### config.mk
export PLATFORM = sky130hd
export DESIGN_NAME = core_run_ctrl_flat
export DESIGN_NICKNAME = d
export VERILOG_FILES = /design/src/rtl/core_run_ctrl_if.sv /design/src/rtl/core_run_ctrl.sv /design/src/flat_wrapper.sv
export SDC_FILE = /design/constraint.sdc
export NUM_CORES = 1
export LEC_CHECK = 0
export ABC_CLOCK_PERIOD_IN_PS = 5100
export BUFFER_PORTS_ARGS = -buffer_cell sky130_fd_sc_hd__buf_2
export CORE_MARGIN = 2
export CORE_UTILIZATION = 54
export DETAILED_ROUTE_END_ITERATION = 8
export PLACE_DENSITY = 0.79
export RECOVER_POWER = 25
export SYNTH_ARGS = -nofsm -noshare
export SYNTH_HDL_FRONTEND = slang
export SYNTH_SLANG_ARGS = --single-unit
### constraint.sdc
create_clock -name CLK -period 5.1 [get_ports CLK]
set_input_delay 0.51 -clock CLK [delete_from_list [all_inputs] [get_ports CLK]]
set_output_delay 0.51 -clock CLK [all_outputs]
set_load 0.05 [all_outputs]
### src/rtl/core_run_ctrl_if.sv
// ============================================================================
// Module      : core_run_ctrl_if
// Description : Handshake and status bundle between a run controller and the
//               board/bench top that drives it and watches its verdict.
// Revision    : 1.0 - initial release
// ============================================================================
`default_nettype none

interface core_run_ctrl_if #(
  parameter int GW = 4,
  parameter int CW = 16
);
  logic          start;
  logic [GW-1:0] gout;
  logic          core_reset;
  logic          running;
  logic          done;
  logic          pass;
  logic          fail;
  logic          timeout;
  logic [CW-1:0] cycles;
  logic          log_rd;
  logic [GW-1:0] log_data;
  logic          log_empty;

  // Controller side
  modport slave (
    input  start, gout, log_rd,
    output core_reset, running, done, pass, fail, timeout, cycles,
           log_data, log_empty
  );

  // Top/bench side
  modport master (
    output start, gout, log_rd,
    input  core_reset, running, done, pass, fail, timeout, cycles,
           log_data, log_empty
  );
endinterface

`default_nettype wire

### src/rtl/core_run_ctrl.sv
// ============================================================================
// Module      : core_run_ctrl
// Description : Run controller for the selevy core. Holds the core in reset
//               for RST_CYCLES after a start pulse, then counts run cycles
//               while watching gout. The run ends on PASS_CODE, FAIL_CODE or
//               MAX_CYCLES, and the verdict is held until the next start.
//               Optional gout change log enabled by CORE_RUN_CTRL_LOG_EN.
// Revision    : 1.0 - initial release
// ============================================================================
`default_nettype none

module core_run_ctrl #(
  parameter int            GW         = 4,
  parameter int            CW         = 16,
  parameter int            RST_CYCLES = 1,
  parameter int            MAX_CYCLES = 1000,
  parameter logic [GW-1:0] PASS_CODE  = 4'hF,
  parameter logic [GW-1:0] FAIL_CODE  = 4'hE,
  parameter int            LOG_DEPTH  = 8
) (
  input  wire logic        CLK,
  input  wire logic        reset,
  core_run_ctrl_if.slave   bus
);

  localparam logic [1:0] c_IDLE = 2'd0;
  localparam logic [1:0] c_RST  = 2'd1;
  localparam logic [1:0] c_RUN  = 2'd2;
  localparam logic [1:0] c_DONE = 2'd3;

  localparam logic [7:0]    c_RST_LOAD = 8'(RST_CYCLES - 1);
  localparam logic [CW-1:0] c_MAX      = CW'(MAX_CYCLES);

  logic [1:0]    r_state;
  logic [7:0]    r_rst_cnt;
  logic          r_core_reset;
  logic          r_running;
  logic          r_done;
  logic          r_pass;
  logic          r_fail;
  logic          r_timeout;
  logic [CW-1:0] r_cycles;
  logic [CW-1:0] w_cycles_inc;

  // Cycle counter sticks at all-ones instead of wrapping
  assign w_cycles_inc = (r_cycles == {CW{1'b1}}) ? r_cycles : r_cycles + CW'(1);

  // Run sequencer: state, core reset timing, cycle count and verdict flags
  always_ff @(posedge CLK) begin
    if (reset) begin
      r_state      <= c_IDLE;
      r_rst_cnt    <= 8'd0;
      r_core_reset <= 1'b1;
      r_running    <= 1'b0;
      r_done       <= 1'b0;
      r_pass       <= 1'b0;
      r_fail       <= 1'b0;
      r_timeout    <= 1'b0;
      r_cycles     <= '0;
    end else begin
      case (r_state)
        c_IDLE: begin
          r_core_reset <= 1'b1;
          if (bus.start) begin
            r_state   <= c_RST;
            r_rst_cnt <= c_RST_LOAD;
          end
        end
        c_RST: begin
          if (r_rst_cnt == 8'd0) begin
            r_state      <= c_RUN;
            r_core_reset <= 1'b0;
            r_running    <= 1'b1;
            r_cycles     <= CW'(1);
          end else begin
            r_rst_cnt <= r_rst_cnt - 8'd1;
          end
        end
        c_RUN: begin
          // Verdict priority: pass, then fail, then timeout
          if (bus.gout == PASS_CODE) begin
            r_state   <= c_DONE;
            r_running <= 1'b0;
            r_done    <= 1'b1;
            r_pass    <= 1'b1;
          end else if (bus.gout == FAIL_CODE) begin
            r_state   <= c_DONE;
            r_running <= 1'b0;
            r_done    <= 1'b1;
            r_fail    <= 1'b1;
          end else if (r_cycles == c_MAX) begin
            r_state   <= c_DONE;
            r_running <= 1'b0;
            r_done    <= 1'b1;
            r_timeout <= 1'b1;
          end else begin
            r_cycles <= w_cycles_inc;
          end
        end
        c_DONE: begin
          // Core keeps running here so gout stays observable
          if (bus.start) begin
            r_state      <= c_RST;
            r_rst_cnt    <= c_RST_LOAD;
            r_core_reset <= 1'b1;
            r_done       <= 1'b0;
            r_pass       <= 1'b0;
            r_fail       <= 1'b0;
            r_timeout    <= 1'b0;
            r_cycles     <= '0;
          end
        end
        default: begin
          r_state <= c_IDLE;
        end
      endcase
    end
  end

  assign bus.core_reset = r_core_reset;
  assign bus.running    = r_running;
  assign bus.done       = r_done;
  assign bus.pass       = r_pass;
  assign bus.fail       = r_fail;
  assign bus.timeout    = r_timeout;
  assign bus.cycles     = r_cycles;

`ifdef CORE_RUN_CTRL_LOG_EN
  localparam int             c_AW    = (LOG_DEPTH > 1) ? $clog2(LOG_DEPTH) : 1;
  localparam logic [c_AW:0]  c_DEPTH = (c_AW + 1)'(LOG_DEPTH);
  localparam logic [c_AW-1:0] c_LAST = c_AW'(LOG_DEPTH - 1);

  logic [GW-1:0]   r_mem [LOG_DEPTH];
  logic [c_AW-1:0] r_wr_ptr;
  logic [c_AW-1:0] r_rd_ptr;
  logic [c_AW:0]   r_count;
  logic [GW-1:0]   r_gout_prev;
  logic            w_enter_rst;
  logic            w_change;
  logic            w_pop;
  logic            w_push;

  // cycles==1 only in the first RUN cycle, which is always logged
  assign w_change    = (r_state == c_RUN) &&
                       ((r_cycles == CW'(1)) || (bus.gout != r_gout_prev));
  assign w_enter_rst = bus.start && ((r_state == c_IDLE) || (r_state == c_DONE));
  assign w_pop       = bus.log_rd && (r_count != '0);
  // A full FIFO accepts a push only when a pop frees a slot in the same cycle
  assign w_push      = w_change && ((r_count != c_DEPTH) || w_pop);

  // Log pointers, occupancy and previous-gout tracker
  always_ff @(posedge CLK) begin
    if (reset || w_enter_rst) begin
      r_wr_ptr    <= '0;
      r_rd_ptr    <= '0;
      r_count     <= '0;
      r_gout_prev <= bus.gout;
    end else begin
      r_gout_prev <= bus.gout;
      if (w_push) begin
        r_wr_ptr <= (r_wr_ptr == c_LAST) ? '0 : r_wr_ptr + c_AW'(1);
      end
      if (w_pop) begin
        r_rd_ptr <= (r_rd_ptr == c_LAST) ? '0 : r_rd_ptr + c_AW'(1);
      end
      case ({w_push, w_pop})
        2'b10:   r_count <= r_count + (c_AW + 1)'(1);
        2'b01:   r_count <= r_count - (c_AW + 1)'(1);
        default: r_count <= r_count;
      endcase
    end
  end

  // Log storage; contents need no reset since occupancy gates every read
  always_ff @(posedge CLK) begin
    if (!reset && !w_enter_rst && w_push) begin
      r_mem[r_wr_ptr] <= bus.gout;
    end
  end

  assign bus.log_data  = r_mem[r_rd_ptr];
  assign bus.log_empty = (r_count == '0);
`else
  localparam int c_log_depth_unused = LOG_DEPTH;
  logic          w_log_rd_unused;

  assign w_log_rd_unused = bus.log_rd;
  assign bus.log_data    = '0;
  assign bus.log_empty   = 1'b1;
`endif

endmodule

`default_nettype wire

### src/flat_wrapper.sv
// flat-port wrapper written by rule: the top's interface ports become plain ports
module core_run_ctrl_flat 
#(
  parameter int            GW         = 4,
  parameter int            CW         = 16,
  parameter int            RST_CYCLES = 1,
  parameter int            MAX_CYCLES = 1000,
  parameter logic [GW-1:0] PASS_CODE  = 4'hF,
  parameter logic [GW-1:0] FAIL_CODE  = 4'hE,
  parameter int            LOG_DEPTH  = 8
)
  (CLK, reset, bus_start, bus_gout, bus_log_rd, bus_core_reset, bus_running, bus_done, bus_pass, bus_fail, bus_timeout, bus_cycles, bus_log_data, bus_log_empty);
  core_run_ctrl_if #(.GW(GW), .CW(CW)) bus_i ();
  input  wire logic CLK;
  input  wire logic reset;
  input wire logic [$bits(bus_i.start)-1:0] bus_start;
  input wire logic [$bits(bus_i.gout)-1:0] bus_gout;
  input wire logic [$bits(bus_i.log_rd)-1:0] bus_log_rd;
  output wire logic [$bits(bus_i.core_reset)-1:0] bus_core_reset;
  output wire logic [$bits(bus_i.running)-1:0] bus_running;
  output wire logic [$bits(bus_i.done)-1:0] bus_done;
  output wire logic [$bits(bus_i.pass)-1:0] bus_pass;
  output wire logic [$bits(bus_i.fail)-1:0] bus_fail;
  output wire logic [$bits(bus_i.timeout)-1:0] bus_timeout;
  output wire logic [$bits(bus_i.cycles)-1:0] bus_cycles;
  output wire logic [$bits(bus_i.log_data)-1:0] bus_log_data;
  output wire logic [$bits(bus_i.log_empty)-1:0] bus_log_empty;
  assign bus_i.start = bus_start;
  assign bus_i.gout = bus_gout;
  assign bus_i.log_rd = bus_log_rd;
  assign bus_core_reset = bus_i.core_reset;
  assign bus_running = bus_i.running;
  assign bus_done = bus_i.done;
  assign bus_pass = bus_i.pass;
  assign bus_fail = bus_i.fail;
  assign bus_timeout = bus_i.timeout;
  assign bus_cycles = bus_i.cycles;
  assign bus_log_data = bus_i.log_data;
  assign bus_log_empty = bus_i.log_empty;
  core_run_ctrl #(.GW(GW), .CW(CW), .RST_CYCLES(RST_CYCLES), .MAX_CYCLES(MAX_CYCLES), .PASS_CODE(PASS_CODE), .FAIL_CODE(FAIL_CODE), .LOG_DEPTH(LOG_DEPTH)) u_core (.CLK(CLK), .reset(reset), .bus(bus_i));
endmodule
Yosys cells after proc, flatten, opt, wreduce, memory -nomap -nowiden
Index checks and enable logic that the tools add are counted.

word-level totals
  register bits after elaboration = 32
  bits of input ports = 8
  output and inout port bits = 27
  logic and storage cells = 84

cells by class
  $add $sub $neg = 2
  equality and inequality tests = 19
  muxes and demuxes = 37
  reductions and logical operators = 17

operators with widths
  cell                                                                      number
  16-bit 2-to-1 mux                                                         6
  16-bit one-hot mux with 3 select lines                                    1
  3-bit AND reduction                                                       6
  16-bit by 1-bit adder with 16-bit output (second input constant)          1
  16-bit by 10-bit equality test with 1-bit output (second input constant)  1
  16-bit equality test (second input constant)                              1
  8-bit 2-to-1 mux                                                          2
  8-bit one-hot mux with 2 select lines                                     1
  1-bit 2-to-1 mux                                                          15
  2-bit != test (second input constant)                                     6
  2-bit 2-to-1 mux                                                          5
  2-bit by 1-bit != test with 1-bit output (second input constant)          5
  1-bit one-hot mux with 2 select lines                                     5
  4-bit equality test (second input constant)                               2
  8-bit zero test                                                           1
  8-bit by 1-bit subtractor with 8-bit output (second input constant)       1
  7-bit AND reduction                                                       1
  2-bit one-hot mux with 3 select lines                                     1
  2-bit nonzero test                                                        3
  3-bit nonzero test                                                        2
  5-bit AND reduction                                                       1
  2-bit equality test (second input constant)                               2
  4-bit by 1-bit != test with 1-bit output (second input constant)          1
  4-bit AND reduction                                                       1
  other kinds (4)                                                           4

Logic depth before layout (Yosys ltp)
Gate-level depths: netlist of the first run.

  depth in word-level cells = 6
  depth in mapped cells = 9
  mapped depth without buffers = 7

Least setup slack after synthesis of the first run
OpenSTA, ideal clock, no wires.

  path type = reg-to-reg
  from = reg u_core.r_cycles[0], in the netlist u_core.bus.cycles[0]
  to = reg u_core.r_cycles[9], in the netlist u_core.bus.cycles[9]
  library setup time = 0.122 ns
  arrival = 2.424 ns
  data required time = 4.978 ns
  slack = 2.554 ns
  cell stages (with the launch flop) = 7
  path buffers = 0
  path through = dfxtp_1 > ha_1 > nand4_1 > nor4_1 > nor4_2 > nor3b_1 > a221o_1

on the way
  word-level cells in the longest chain between the ends = 6

RTL lines
  item                                      RTL line             text
  start: declaration                        core_run_ctrl.sv:42  logic [CW-1:0] r_cycles;
  start signal: assignment                  core_run_ctrl.sv:97  r_cycles <= w_cycles_inc;
  16-bit by 1-bit adder with 16-bit output  core_run_ctrl.sv:46  assign w_cycles_inc = (r_cycles == {CW{1'b1}}) ? r_cycles : r_cycles + CW'(1);
  16-bit 2-to-1 mux                         core_run_ctrl.sv:46
  16-bit 2-to-1 mux                         core_run_ctrl.sv:91  end else if (r_cycles == c_MAX) begin
  16-bit 2-to-1 mux                         core_run_ctrl.sv:86  end else if (bus.gout == FAIL_CODE) begin
  16-bit 2-to-1 mux                         core_run_ctrl.sv:81  if (bus.gout == PASS_CODE) begin
  16-bit one-hot mux with 3 select lines    core_run_ctrl.sv:61  case (r_state)

Several ways; a longest one is shown, not always the timed one. The select of a mux whose other input is x is not followed.
A chain may end at the register's enable or synchronous reset.

Worst setup path in the final report of the first run
  from = reg u_core.r_state[0]
  to = reg u_core.r_cycles[9], in the netlist u_core.bus.cycles[9]

on the way
  word-level cells in the longest chain between the ends = 3

RTL lines
  item                                                                                          RTL line             text
  start: declaration                                                                            core_run_ctrl.sv:34  logic [1:0] r_state;
  start signal: assignment                                                                      core_run_ctrl.sv:51  r_state <= c_IDLE;
  start signal: assignment                                                                      core_run_ctrl.sv:65  r_state <= c_RST;
  start signal: assignment                                                                      core_run_ctrl.sv:71  r_state <= c_RUN;
  2-bit equality test / 2-bit by 1-bit equality test with 1-bit output (equally long branches)  core_run_ctrl.sv:61
  2-bit != test (no source line) (tied with other cells)                                        n/a
  7-bit AND reduction (no source line)                                                          n/a

Several ways; a longest one is shown, not always the timed one.

==> summary.md, run 1 <==
| Metric | Value |
|---|---|
| Largest net degree at the start of global routing | 21 |
| Status | finished clean |
| Critical Path RT | 5.40 ns |
| CTS Root Cell | clkbuf_4 |
| CTS Sinks | 32 |
| DP HPWL | 3030 um |
| FF+latch count, synth | 32 |
| Worst slack at placement | 1.99 ns |
| Fin crit period | 3.21 ns |
| Mapped Cells | 232 |
| Post-CTS setup buffer count | 0 |
| Clock Tree Buf Depth | 2 |
| Reg clk slew, reported paths | approximately 0.1 ns |
| Fraction of layout instances using a drive strength above 1 | 0.143 |
| Fill cell count | about 320 |
| Fin nets | 275 |
| # port buffers | 28 |
| Core area | 0.00339 mm^2 |
| Syn-to-layout area delta | 9.17% |
| Clock Skews | roughly 0.0097 ns |
| R2r setup slk | approximately 1.9 ns |
| Setup violators final | 0 |
| CTS resizes | 0 |
| Worst Tran Pin Value | roughly 1 ns |
| Yosys warning count | 0 |
| CTS tree | done |
| Final wirelength | ~4300 um |
| Hold path depth | 2 |
| Reg2Reg Launch Point | u_core.r_state[0] |
| Inst Count DP | between 200 and 300 |
| Slowest cell delay on critical path | approximately 0.85 ns |
| Crit-path cells | inv_1 -> ha_1 -> nor2b_1 -> o41ai_2 -> nor4_2 -> nor3b_1 -> a221o_1 |
| Number of synthesized flops with an enable pin | 0 |
| Final period util | 0.630 |
| Headroom to the max-slew limit | 0.329 |
| Critical Path Start Type | flop |
| First-pass GRT wire length | roughly 7100 um |
| Starting density of the core | 0.572 |
| Worst Setup Path Type | reg2reg |
| Most common cell after layout, fill and taps aside | dfxtp_1 |
| Worst R2R Path Depth | 7 |
| Worst setup margin | 1.89 ns |
| All-layer global routing usage | 0.220 |
| Ys flop type | dfxtp_1 |
| Ports | 35 |
| Area taken by multi-input logic gates | ~0.0012 mm^2 |
| Average size of a mapped cell | 8.35 um^2 |
| CTS Hold Bufs | 0 |
| Initial antenna violation count | 0 |
| Vias per cell | roughly 5.8 |
| Worst hold path type | reg2reg |
| Number of distinct library cells after synthesis | 55 |
| Hold Vio Cnt, Final | 0 |
| Worst-Skew Late Latency | about 0.35 ns |
| Sequential share of the synthesized area | 0.331 |
| CP Max Fanout | 18 |
| Total number of vias | 1,762 |
| Worst Path Arrival | between 3 and 4 ns |
| CP Capture Type | flop |
| R2r endpoint | u_core.bus.cycles[9] |
| GPL Wtd Cong | 0.844 |
| Slowest-stage cell, CP | nor2b_1 |
| Setup_tns | 0 ns |
| Hold path endpoint | u_core.bus.core_reset |
| Vias in the first global route | roughly 1,600 |
| Floorplan row count | 21 |
| Die Width | roughly 64 um |
| Storage element area | around 640 um^2 |
| Fin. max-slew vios | 0 |
| Leak | around 0.00079 uW |
| Post-route insts no fill | 305 |
| Fraction of registers with async set or reset after synthesis | 0 |
| First-pass iteration count of the detailed router | 4 |
| # H-tree levels | 2 |
| Max Fclk | slightly above 300 MHz |
| Unrepaired setup endpoints after global routing | false |
| DRC viols | 0 |
| Pwr dens | 497 mW/mm^2 |
| Hold Startpoint | u_core.bus.core_reset |
| DRT antenna net count | 0 |
| Area of the die | around 0.0041 mm^2 |
| Antenna fix cells | 0 |
| Grt ovf | 0 |
| Max-Cap Viols | 0 |
| Cts bufs inserted | 5 |
| Die H | between 60 and 70 um |
| Peak supply drop | 0.401 mV |
| Mapped Area | 0.00194 mm^2 |
| DRT iter0 DRCs | between 100 and 150 |
| DR WL/cell | between 10 and 15 um |
| Most frequent cells in the layout | dfxtp_1, nor2_1, a21oi_1 |
[per-layer routing]
layer | up-vias | GRT usage | share of wire
met5 | - | 0 | 0
met4 | 0 | 0.0951 | 0.011
met3 | 5 | 0.0493 | 0.040
met2 | 38 | 0.355 | 0.48
met1 | 829 | 0.279 | 0.47
li1 | 890 | - | -
[cell families (layout without fill, tap and decap cells)]
kind of cell,count (synthesis),in the layout,synth area share
other,2,5,0.00387
adders and majority gates,8,8,0.0516
and+or+nand+nor,99,99,0.306
buffers and inverters,23,47,0.0549
DFF,32,32,0.331
AOI/OAI and AO/OA,61,61,0.221
muxes,1,1,0.00516
xor gates and xnor gates,6,6,0.0271
[power breakdown]
part,total (uW),internal [uW],switching [uW],leakage (uW)
Clock,139,50.7,88.0,0.0000281
Combinational,566,205,362,0.000502
Sequential,347,300,47.0,0.000260
Total,1050,555,497,0.000790
[cell usage after synthesis (all sizes together) (2+ instances only)]
cell type	n	area (um^2)
conb	2	7.51
o31a	2	17.5
a21oi	24	135
nand3	9	50.1
ha	8	100
xor2	6	52.6
buf	6	42.5
o31ai	2	15.0
dfxtp	32	641
o21ai	5	25.0
or2	4	25.0
a21o	2	15.0
inv	12	45.0
a31oi	10	62.6
and3	3	18.8
or4	2	18.8
nand2b	6	37.5
or4b	2	27.5
o211ai	2	15.0
nor4	5	67.6
nand2	18	67.6
nor3b	2	15.0
and2	3	18.8
a2bb2oi	3	32.5
nor3	3	15.0
clkbuf	5	18.8
a221o	2	20.0
nand4	7	43.8
and4	2	17.5
nor2b	3	18.8
nand4b	4	35.0
nor2	22	82.6
[stage by stage]
| step | cell area, um^2 | util | power, uW | hold slack [ns] |
|---|---|---|---|---|
| floorplan | 1950 | - | 816 | 0.460 |
| global placement | 2090 | 0.615 | 902 | 0.448 |
| detailed placement | 2090 | 0.615 | 914 | 0.461 |
| CTS | 2130 | 0.629 | 1050 | 0.478 |
| global route | 2120 | 0.624 | 1130 | 0.493 |
| finish | 2120 | 0.624 | 1050 | 0.489 |
[sequential cells by signal (all words and copies together), names as in the netlist]
signal and count:
u_core.bus.pass 1, u_core.bus.running 1, u_core.bus.cycles 16, u_core.bus.fail 1, u_core.bus.done 1, u_core.bus.timeout 1, u_core.bus.core_reset 1, u_core.r_state 2
u_core.r_rst_cnt 8
[cell type report]
type,instances,area share
Clock buffer,6,0.0195
Tap cell,46,0.0272
Sequential cell,32,0.303
Timing Repair Buffer,28,0.0585
Inverter,12,0.0213
Clock inverter,1,0.00237
Multi-Input combinational cell,180,0.568
[worst max-delay path by stage]
| stage | slack (ns) | end | cells past startpoint | startpoint |
|---|---|---|---|---|
| 6_report | 1.89 | u_core.bus.cycles[9] | 7 | u_core.r_state[0] |
| 5_1_grt | 1.67 | u_core.bus.cycles[9] | 7 | u_core.r_state[0] |
| 4_1_cts | 1.92 | u_core.bus.cycles[9] | 7 | u_core.r_state[0] |
| 3_5_place_dp | 1.99 | u_core.bus.cycles[9] | 7 | u_core.r_state[0] |
| 3_3_place_gp | 2.00 | u_core.bus.cycles[9] | 7 | u_core.r_state[0] |
| 2_1_floorplan | 2.55 | u_core.bus.cycles[9] | 6 | u_core.bus.cycles[0] |
[worst max-delay path: cells and delay by family, from the launching register on]
family | cells | cell delay [ns]
simple gates | 3 | 1.79
fa+ha+maj | 1 | 0.54
flops | 1 | 0.36
buf+inv | 1 | 0.10
compound gates | 2 | 0.36
No activity file was read; power rests on OpenSTA's default activity.
==> run 2: changes to the inputs <==
--- a/config.mk
+++ b/config.mk
@@ -5,12 +5,13 @@
 export SDC_FILE = /design/constraint.sdc
 export NUM_CORES = 1
 export LEC_CHECK = 0
-export ABC_CLOCK_PERIOD_IN_PS = 5100
+export ABC_AREA = 1
+export ABC_CLOCK_PERIOD_IN_PS = 2800
 export BUFFER_PORTS_ARGS = -buffer_cell sky130_fd_sc_hd__buf_2
 export CORE_MARGIN = 2
-export CORE_UTILIZATION = 54
+export CORE_UTILIZATION = 51
 export DETAILED_ROUTE_END_ITERATION = 8
-export PLACE_DENSITY = 0.79
+export PLACE_DENSITY = 0.77
 export RECOVER_POWER = 25
 export SYNTH_ARGS = -nofsm -noshare
 export SYNTH_HDL_FRONTEND = slang
==> constraint.sdc (replaced) <==
create_clock -name CLK -period 2.8 [get_ports CLK]
set_input_delay 0.28 -clock CLK [delete_from_list [all_inputs] [get_ports CLK]]
set_output_delay 0.28 -clock CLK [all_outputs]
set_load 0.05 [all_outputs]
==> run 2 against run 1 <==
  * Cell count grew 42%
  * Count of clock-buffer cells in the layout shrank 1
  * Synthesized cell count grew 53%
  * Sequential share of layout area shrank 4.1 points
  * Design area grew 16%
  * Sequential power grew 76%
  * Clock skew shrank 0.0039 ns
  * Largest cell class unchanged
==> summary.md, run 2 <==
| Metric | Value |
|---|---|
| Power share of the combinational group | 0.537 (was 0.538) |
| Vias in the first global route | 1,972 (was 1,574) |
| Max Fclk | 459 MHz (was 311 MHz) |
| Fin crit period | 2.18 ns (was 3.21 ns) |
| Initial antenna violation count | 0 (unchanged) |
| DRC viols | 0 (unchanged) |
| Pwr dens | 866 mW/mm^2 (was 497 mW/mm^2) |
| Number of distinct library cells after synthesis | 31 (was 55) |
| Post-synth top cells | nand2_1, nor2_1, inv_1, dfxtp_1, nand3_1 (was dfxtp_1, a21oi_1, nor2_1, nand2_1, inv_1) |
| FF+latch count, synth | 32 (unchanged) |
| Total number of vias | 2,212 (was 1,762) |
| Critical path origin | u_core.r_state[0] (unchanged) |
| Critical Path Start Type | flop (unchanged) |
| CTS tree | done (unchanged) |
| Flip-flop count of the largest register after layout | 16 (unchanged) |
| Setup violators final | 0 (unchanged) |
| DP HPWL | 3890 um (was 3030 um) |
| Crit-path cells | inv_1 -> ha_1 -> inv_2 -> nor3_1 -> nor2_1 -> o21ai_0 -> nor2_2 -> nand2_1 -> a21oi_2 (was inv_1 -> ha_1 -> nor2b_1 -> o41ai_2 -> nor4_2 -> nor3b_1 -> a221o_1) |
| Clock Tree Buf Depth | 2 (unchanged) |
| Post-CTS setup buffer count | 0 (unchanged) |
| Worst Tran Pin Value | 0.593 ns (was 0.997 ns) |
| Switching Power | 1070 uW (was 497 uW) |
| CTS Sinks | 32 (unchanged) |
| First-pass iteration count of the detailed router | 4 (unchanged) |
| Sequential share of power | 0.287 (was 0.330) |
| Yosys warning count | 0 (unchanged) |
| Unrepaired setup endpoints after global routing | false (unchanged) |
| Final wirelength | 5170 um (was 4260 um) |
| Crit path max-delay family | simple AND/OR/NAND/NOR gates (unchanged) |
| DR WL/cell | 11.9 um (was 14.0 um) |
| Status | finished clean (unchanged) |
| Fin. max-slew vios | 0 (unchanged) |
| Setup_tns | 0 ns (unchanged) |
| Fraction of layout instances using a drive strength above 1 | 0.144 (was 0.143) |
| Critical Path RT | 3.03 ns (was 5.40 ns) |
| Worst Setup Path Type | reg2reg (unchanged) |
| # H-tree levels | 2 (unchanged) |
| Vias per cell | 5.10 (was 5.78) |
| Sequential share of the synthesized area | 0.287 (was 0.331) |
| CP Max Fanout | 17 (was 18) |
| Cts bufs inserted | 5 (unchanged) |
| CTS Hold Bufs | 0 (unchanged) |
| Headroom to the max-slew limit | 0.606 (was 0.329) |
| Mapped Area | 0.00223 mm^2 (was 0.00194 mm^2) |
| Reg clk slew, reported paths | 0.08 ns (was 0.10 ns) |
| Average size of a mapped cell | 6.30 um^2 (was 8.35 um^2) |
| CTS Root Cell | clkbuf_8 (was clkbuf_4) |
| First-pass GRT wire length | 8860 um (was 7130 um) |
| Clock Skews | 0.00581 ns (was 0.00974 ns) |
| Inst Count DP | 426 (was 298) |
| Largest net degree at the start of global routing | 21 (unchanged) |
| Max-Cap Viols | 0 (unchanged) |
| Starting density of the core | 0.520 (was 0.572) |
| Count leader, synth | nand2_1 (was dfxtp_1) |
| DRT antenna net count | 0 (unchanged) |
| Area contributors post-synth | dfxtp_1, nand2_1, nor2_1 (was dfxtp_1, a21oi_1, ha_1) |
| Most frequent cells in the layout | nand2_1, nor2_1, inv_1 (was dfxtp_1, nor2_1, a21oi_1) |
| Mapped Cells | 354 (was 232) |
| CTS resizes | 0 (unchanged) |
| GPL Wtd Cong | 0.923 (was 0.844) |
| DRT iter0 DRCs | 125 (was 115) |
| CP Capture Type | flop (unchanged) |
| Syn-to-layout area delta | 9.81% (was 9.17%) |
| CP Buf/Inv Count | 2 (was 1) |
| Most common cell after layout, fill and taps aside | nand2_1 (was dfxtp_1) |
| Peak supply drop | 0.763 mV (was 0.401 mV) |
| Area of the die | 0.00492 mm^2 (was 0.00408 mm^2) |
| Number of synthesized flops with an enable pin | 0 (unchanged) |
| Post-route insts no fill | 434 (was 305) |
| Hold path endpoint | u_core.bus.fail (was u_core.bus.core_reset) |
| Worst hold path type | in2reg (was reg2reg) |
| Slowest-stage cell, CP | dfxtp_1 (was nor2b_1) |
| Hold Startpoint | bus_gout[0] (was u_core.bus.core_reset) |
| All-layer global routing usage | 0.226 (was 0.220) |
| Die H | 70.1 um (was 63.9 um) |
| Reg2Reg Launch Point | u_core.r_state[0] (unchanged) |
| Fraction of registers with async set or reset after synthesis | 0 (unchanged) |
| Ports | 35 (unchanged) |
| Worst-Skew Late Latency | 0.29 ns (was 0.35 ns) |
| Leak | 0.000986 uW (was 0.000790 uW) |
| Hold path depth | 4 (was 2) |
| Hold Vio Cnt, Final | 0 (unchanged) |
| Floorplan row count | 24 (was 21) |
| Slowest cell delay on critical path | 0.39 ns (was 0.85 ns) |
| Fin nets | 397 (was 275) |
| Grt ovf | 0 (unchanged) |
| Worst Path Arrival | 2.40 ns (was 3.51 ns) |
| Antenna fix cells | 0 (unchanged) |
| R2r setup slk | 0.62 ns (was 1.89 ns) |
| Die Width | 70.1 um (was 63.9 um) |
| Final period util | 0.778 (was 0.630) |
| Ys flop type | dfxtp_1 (unchanged) |
| Clock power share | 0.176 (was 0.132) |
| Internal power | 1050 uW (was 555 uW) |
| Sw frac | 0.504 (was 0.472) |
| R2r endpoint | u_core.bus.cycles[12] (was u_core.bus.cycles[9]) |
| Largest area contributor in the netlist | dfxtp_1 (unchanged) |
| Worst R2R Path Depth | 9 (was 7) |
| # port buffers | 28 (unchanged) |
| Core area | 0.00429 mm^2 (was 0.00339 mm^2) |
| Yosys top cell area share | 0.287 (was 0.331) |
==> run 2: worst max path at each step <==
stage                       endpoint  slack, ns  depth (start not counted)
2_1_floorplan  u_core.bus.cycles[13]       0.88                         10
3_3_place_gp   u_core.bus.cycles[13]       0.71                          9
3_5_place_dp   u_core.bus.cycles[12]       0.65                          9
4_1_cts        u_core.bus.cycles[12]       0.62                          9
5_1_grt        u_core.bus.cycles[12]       0.39                          9
6_report       u_core.bus.cycles[12]       0.62                          9
==> run 2: final cells by class <==
| cell class | count | area [um^2] |
|---|---|---|
| fillers | 440 | 1840 |
| multi-input cells | 276 | 1390 |
| flip-flops and latches | 32 | 641 |
| inverters | 38 | 143 |
| repair buffers | 28 | 124 |
| clock buffers | 5 | 68.8 |
| well taps | 52 | 65.1 |
| clock inverters | 3 | 23.8 |
==> run 2: cell families (layout without fill, tap and decap cells) <==
logic type	count (synthesis)	after routing	synth area share
buffers and inverters	49	74	0.0970
other	2	5	0.00337
xor gates and xnor gates	3	3	0.0118
and+or+nand+nor	219	219	0.440
AOI/OAI and AO/OA	41	41	0.116
adders and majority gates	8	8	0.0449
DFF	32	32	0.287
==> run 2: metrics by stage <==
| stage | setup WS, ns | instance area (um^2) | hold WS, ns | power [uW] | utilization |
|---|---|---|---|---|---|
| 2_1_floorplan | 0.883 | 2240 | 0.435 | 1570 | - |
| 3_3_place_gp | 0.715 | 2370 | 0.450 | 1730 | 0.553 |
| 3_5_place_dp | 0.645 | 2370 | 0.455 | 1760 | 0.553 |
| 4_1_cts | 0.621 | 2470 | 0.297 | 2140 | 0.574 |
| 5_1_grt | 0.394 | 2450 | 0.361 | 2310 | 0.571 |
| 6_report | 0.622 | 2450 | 0.305 | 2120 | 0.571 |
==> run 2: power groups by stage <==
stage	clock network [uW]	registers, uW	logic [uW]
global route	405	623	1280
global placement	0	617	1110
CTS	385	608	1150
detailed placement	0	617	1140
finish	373	610	1140
floorplan	0	701	867
==> run 2: routing by layer <==
metal,share of wire,vias up,GRT usage
met3,0.042,10,0.0476
met4,0.017,0,0.0748
li1,-,1167,-
met2,0.45,52,0.362
met5,0,-,0
met1,0.50,983,0.305
==> run 2: worst register-to-register path: stages (launching register included) <==
cell     delay [ns]
dfxtp_1        0.39
inv_1          0.09
ha_1           0.37
inv_2          0.32
nor3_1         0.12
nor2_1         0.18
o21ai_0        0.14
nor2_2         0.27
nand2_1        0.11
a21oi_2        0.12
==> run 3: changes to the inputs <==
--- a/config.mk
+++ b/config.mk
@@ -5,13 +5,13 @@
 export SDC_FILE = /design/constraint.sdc
 export NUM_CORES = 1
 export LEC_CHECK = 0
-export ABC_AREA = 1
-export ABC_CLOCK_PERIOD_IN_PS = 2800
+export ABC_AREA = 0
+export ABC_CLOCK_PERIOD_IN_PS = 2300
 export BUFFER_PORTS_ARGS = -buffer_cell sky130_fd_sc_hd__buf_2
 export CORE_MARGIN = 2
-export CORE_UTILIZATION = 51
+export CORE_UTILIZATION = 54
 export DETAILED_ROUTE_END_ITERATION = 8
-export PLACE_DENSITY = 0.77
+export PLACE_DENSITY = 0.79
 export RECOVER_POWER = 25
 export SYNTH_ARGS = -nofsm -noshare
 export SYNTH_HDL_FRONTEND = slang
==> constraint.sdc (replaced) <==
create_clock -name CLK -period 2.3 [get_ports CLK]
set_input_delay 0.23 -clock CLK [delete_from_list [all_inputs] [get_ports CLK]]
set_output_delay 0.23 -clock CLK [all_outputs]
set_load 0.05 [all_outputs]
==> run 3 against run 2 <==
  * Sequential cell count is the same
  * Routed wire length shrank 13%
  * Via count shrank 15%
  * Design area shrank 4.2%
  * Clock skew grew 0.0055 ns
  * First-iteration DRC count grew 26%
  * Critical path depth shrank 2
  * Combinational power grew 25%
  * Sequential share of layout area grew 1.5 points
  * Count of clock-buffer cells in the layout grew 2
  * Core utilization grew 12 points
  * Register-to-register slack lost 0.55 ns
  * Largest cell class unchanged
  * Highest routed layer unchanged
==> summary.md, run 3 (synthesized netlist as in run 1, its figures left out) <==
| Metric | Value |
|---|---|
| First-pass GRT wire length | 7530 um (was 8860 um) |
| Starting density of the core | 0.572 (was 0.520) |
| Ports | 35 (unchanged) |
| Placed instance area | 0.00221 mm^2 (was 0.00237 mm^2) |
| Antenna fix cells | 0 (unchanged) |
| Storage element area | 649 um^2 (was 641 um^2) |
| Setup_tns | 0 ns (unchanged) |
| CP Buf/Inv Count | 2 (unchanged) |
| CTS Hold Bufs | 0 (unchanged) |
| Fill cell count | 280 (was 440) |
| Vias in the first global route | 1,648 (was 1,972) |
| Grt ovf | 0 (unchanged) |
| # port buffers | 28 (unchanged) |
| Pwr dens | 1150 mW/mm^2 (was 866 mW/mm^2) |
| Fin nets | 293 (was 397) |
| Clock Skews | 0.0113 ns (was 0.00581 ns) |
| Reg clk slew, reported paths | 0.11 ns (was 0.08 ns) |
| Setup violators final | 0 (unchanged) |
| Headroom to the max-slew limit | 0.602 (was 0.606) |
| Die H | 63.9 um (was 70.1 um) |
| Worst Path Arrival | 2.45 ns (was 2.40 ns) |
| Largest net degree at the start of global routing | 21 (unchanged) |
| DRC viols | 0 (unchanged) |
| Slowest-stage cell, CP | or4_4 (was dfxtp_1) |
| Fraction of layout instances using a drive strength above 1 | 0.245 (was 0.144) |
| DR WL/cell | 13.9 um (was 11.9 um) |
| Max Fclk | 449 MHz (was 459 MHz) |
| # H-tree levels | 2 (unchanged) |
| Peak supply drop | 1.12 mV (was 0.763 mV) |
| Worst hold slack | 0.241 ns (was 0.305 ns) |
| Most frequent cells in the layout | dfxtp_1, nor2_1, a21oi_1 (was nand2_1, nor2_1, inv_1) |
| Vias per cell | 5.81 (was 5.10) |
| First-pass iteration count of the detailed router | 4 (unchanged) |
| Flip-flop count of the largest register after layout | 16 (unchanged) |
| Die Width | 63.9 um (was 70.1 um) |
| Worst hold path type | in2reg (unchanged) |
| Slowest cell delay on critical path | 0.58 ns (was 0.39 ns) |
| Most common cell after layout, fill and taps aside | dfxtp_1 (was nand2_1) |
| Critical Path RT | 2.52 ns (was 3.03 ns) |
| Cts bufs inserted | 5 (unchanged) |
| Core area | 0.00339 mm^2 (was 0.00429 mm^2) |
| Final wirelength | 4510 um (was 5170 um) |
| All-layer global routing usage | 0.233 (was 0.226) |
| DRT antenna net count | 0 (unchanged) |
| WP depth | 7 (was 9) |
| Syn-to-layout area delta | 21.0% (was 9.81%) |
| Worst R2R Path Depth | 7 (was 9) |
| Hold path depth | 3 (was 4) |
| Leak | 0.000916 uW (was 0.000986 uW) |
| CTS Sinks | 32 (unchanged) |
| Worst-Skew Late Latency | 0.34 ns (was 0.29 ns) |
| Max-Cap Viols | 0 (unchanged) |
| Crit path max-delay family | simple AND/OR/NAND/NOR gates (unchanged) |
| Worst Setup Path Type | reg2reg (unchanged) |
| Hold Vio Cnt, Final | 0 (unchanged) |
| CTS tree | done (unchanged) |
| Area of the die | 0.00408 mm^2 (was 0.00492 mm^2) |
| DRT iter0 DRCs | 157 (was 125) |
| CP Capture Type | flop (unchanged) |
| GPL Wtd Cong | 0.915 (was 0.923) |
| Worst Tran Pin Value | 0.600 ns (was 0.593 ns) |
| Post-route cell area | 0.00235 mm^2 (was 0.00245 mm^2) |
| Status | finished clean (unchanged) |
| Crit-path cells | inv_2 -> ha_4 -> or4b_4 -> or4_4 -> a21oi_4 -> buf_4 -> a311oi_2 (was inv_1 -> ha_1 -> inv_2 -> nor3_1 -> nor2_1 -> o21ai_0 -> nor2_2 -> nand2_1 -> a21oi_2) |
| CTS Root Cell | clkbuf_4 (was clkbuf_8) |
| DP HPWL | 3220 um (was 3890 um) |
| Initial antenna violation count | 0 (unchanged) |
| Final Core Density | 0.692 (was 0.571) |
| Critical Path Start Type | flop (unchanged) |
| Fin crit period | 2.22 ns (was 2.18 ns) |
| Final period util | 0.967 (was 0.778) |
| Area taken by multi-input logic gates | 0.00124 mm^2 (was 0.00139 mm^2) |
| Fin. max-slew vios | 0 (unchanged) |
| Clock Tree Buf Depth | 2 (unchanged) |
| CP Max Fanout | 5 (was 17) |
| Total number of vias | 1,882 (was 2,212) |
| Floorplan row count | 21 (was 24) |
-- run 3: cell count changes in the layout (fill, tap and decap cells not counted), sizes merged, moves of 4 or more --
cell and delta:
nand2 -83, nor2 -50, inv -26, nand3 -23, buf +18, a31oi +10, o21ai -8, nand2b +6
nor4 +5, xor2 +5, nand4b +4, or2 +4
-- run 3: area by class of cell --
cell class,count,area share
multi-input combinational,180,0.529
inverter,12,0.0192
sequential,32,0.277
tap,46,0.0245
timing repair buffer,46,0.110
clock buffer,7,0.0277
clock inverter,1,0.0128
-- run 3: worst paths after layout --
kind / startpoint / to / slack (ns)
setup reg to reg: u_core.bus.cycles[0] / u_core.r_state[0] / 0.08
hold / removal: bus_start / u_core.r_state[1] / 0.24
hold reg to reg: u_core.bus.core_reset / u_core.bus.core_reset / 0.47
setup / recovery: u_core.bus.cycles[0] / u_core.r_state[0] / 0.08
-- run 3: where the power goes --
| part | total (uW) | internal (uW) | leakage, uW | switching, uW |
|---|---|---|---|---|
| registers | 780 | 673 | 0.000262 | 107 |
| logic | 1430 | 581 | 0.000602 | 851 |
| clock network | 485 | 289 | 0.0000515 | 196 |
-- run 3: what timing repair did --
action,CTS,global route
endpoints found under the setup margin,0,12
gates resized for setup,0,8
buffers inserted,0,3
-- run 3: metrics by stage --
stage	total power, uW	worst slack [ns]	instances
finish	2700	0.0750	324
floorplan	1830	0.0219	235
global route	2910	-0.00207	324
CTS	2640	0.0163	321
global placement	2120	0.0668	313
detailed placement	2150	0.0560	313
-- run 3: worst reg2reg max path, delay by kind of cell (launching register included) --
kind,cells,cell delay [ns]
adder cells (fa/ha/maj),1,0.12
buffers and inverters,2,0.23
flip-flops,1,0.38
AND/OR/NAND/NOR,2,1.07
AO/OA/AOI/OAI,2,0.32
-- run 3: layer usage --
| metal | global-route usage | vias up | share of wire |
|---|---|---|---|
| met5 | 0 | - | 0 |
| met4 | 0.0951 | 0 | 0.023 |
| met3 | 0.0493 | 13 | 0.062 |
| met2 | 0.387 | 69 | 0.49 |
| met1 | 0.291 | 869 | 0.43 |
| li1 | - | 931 | - |
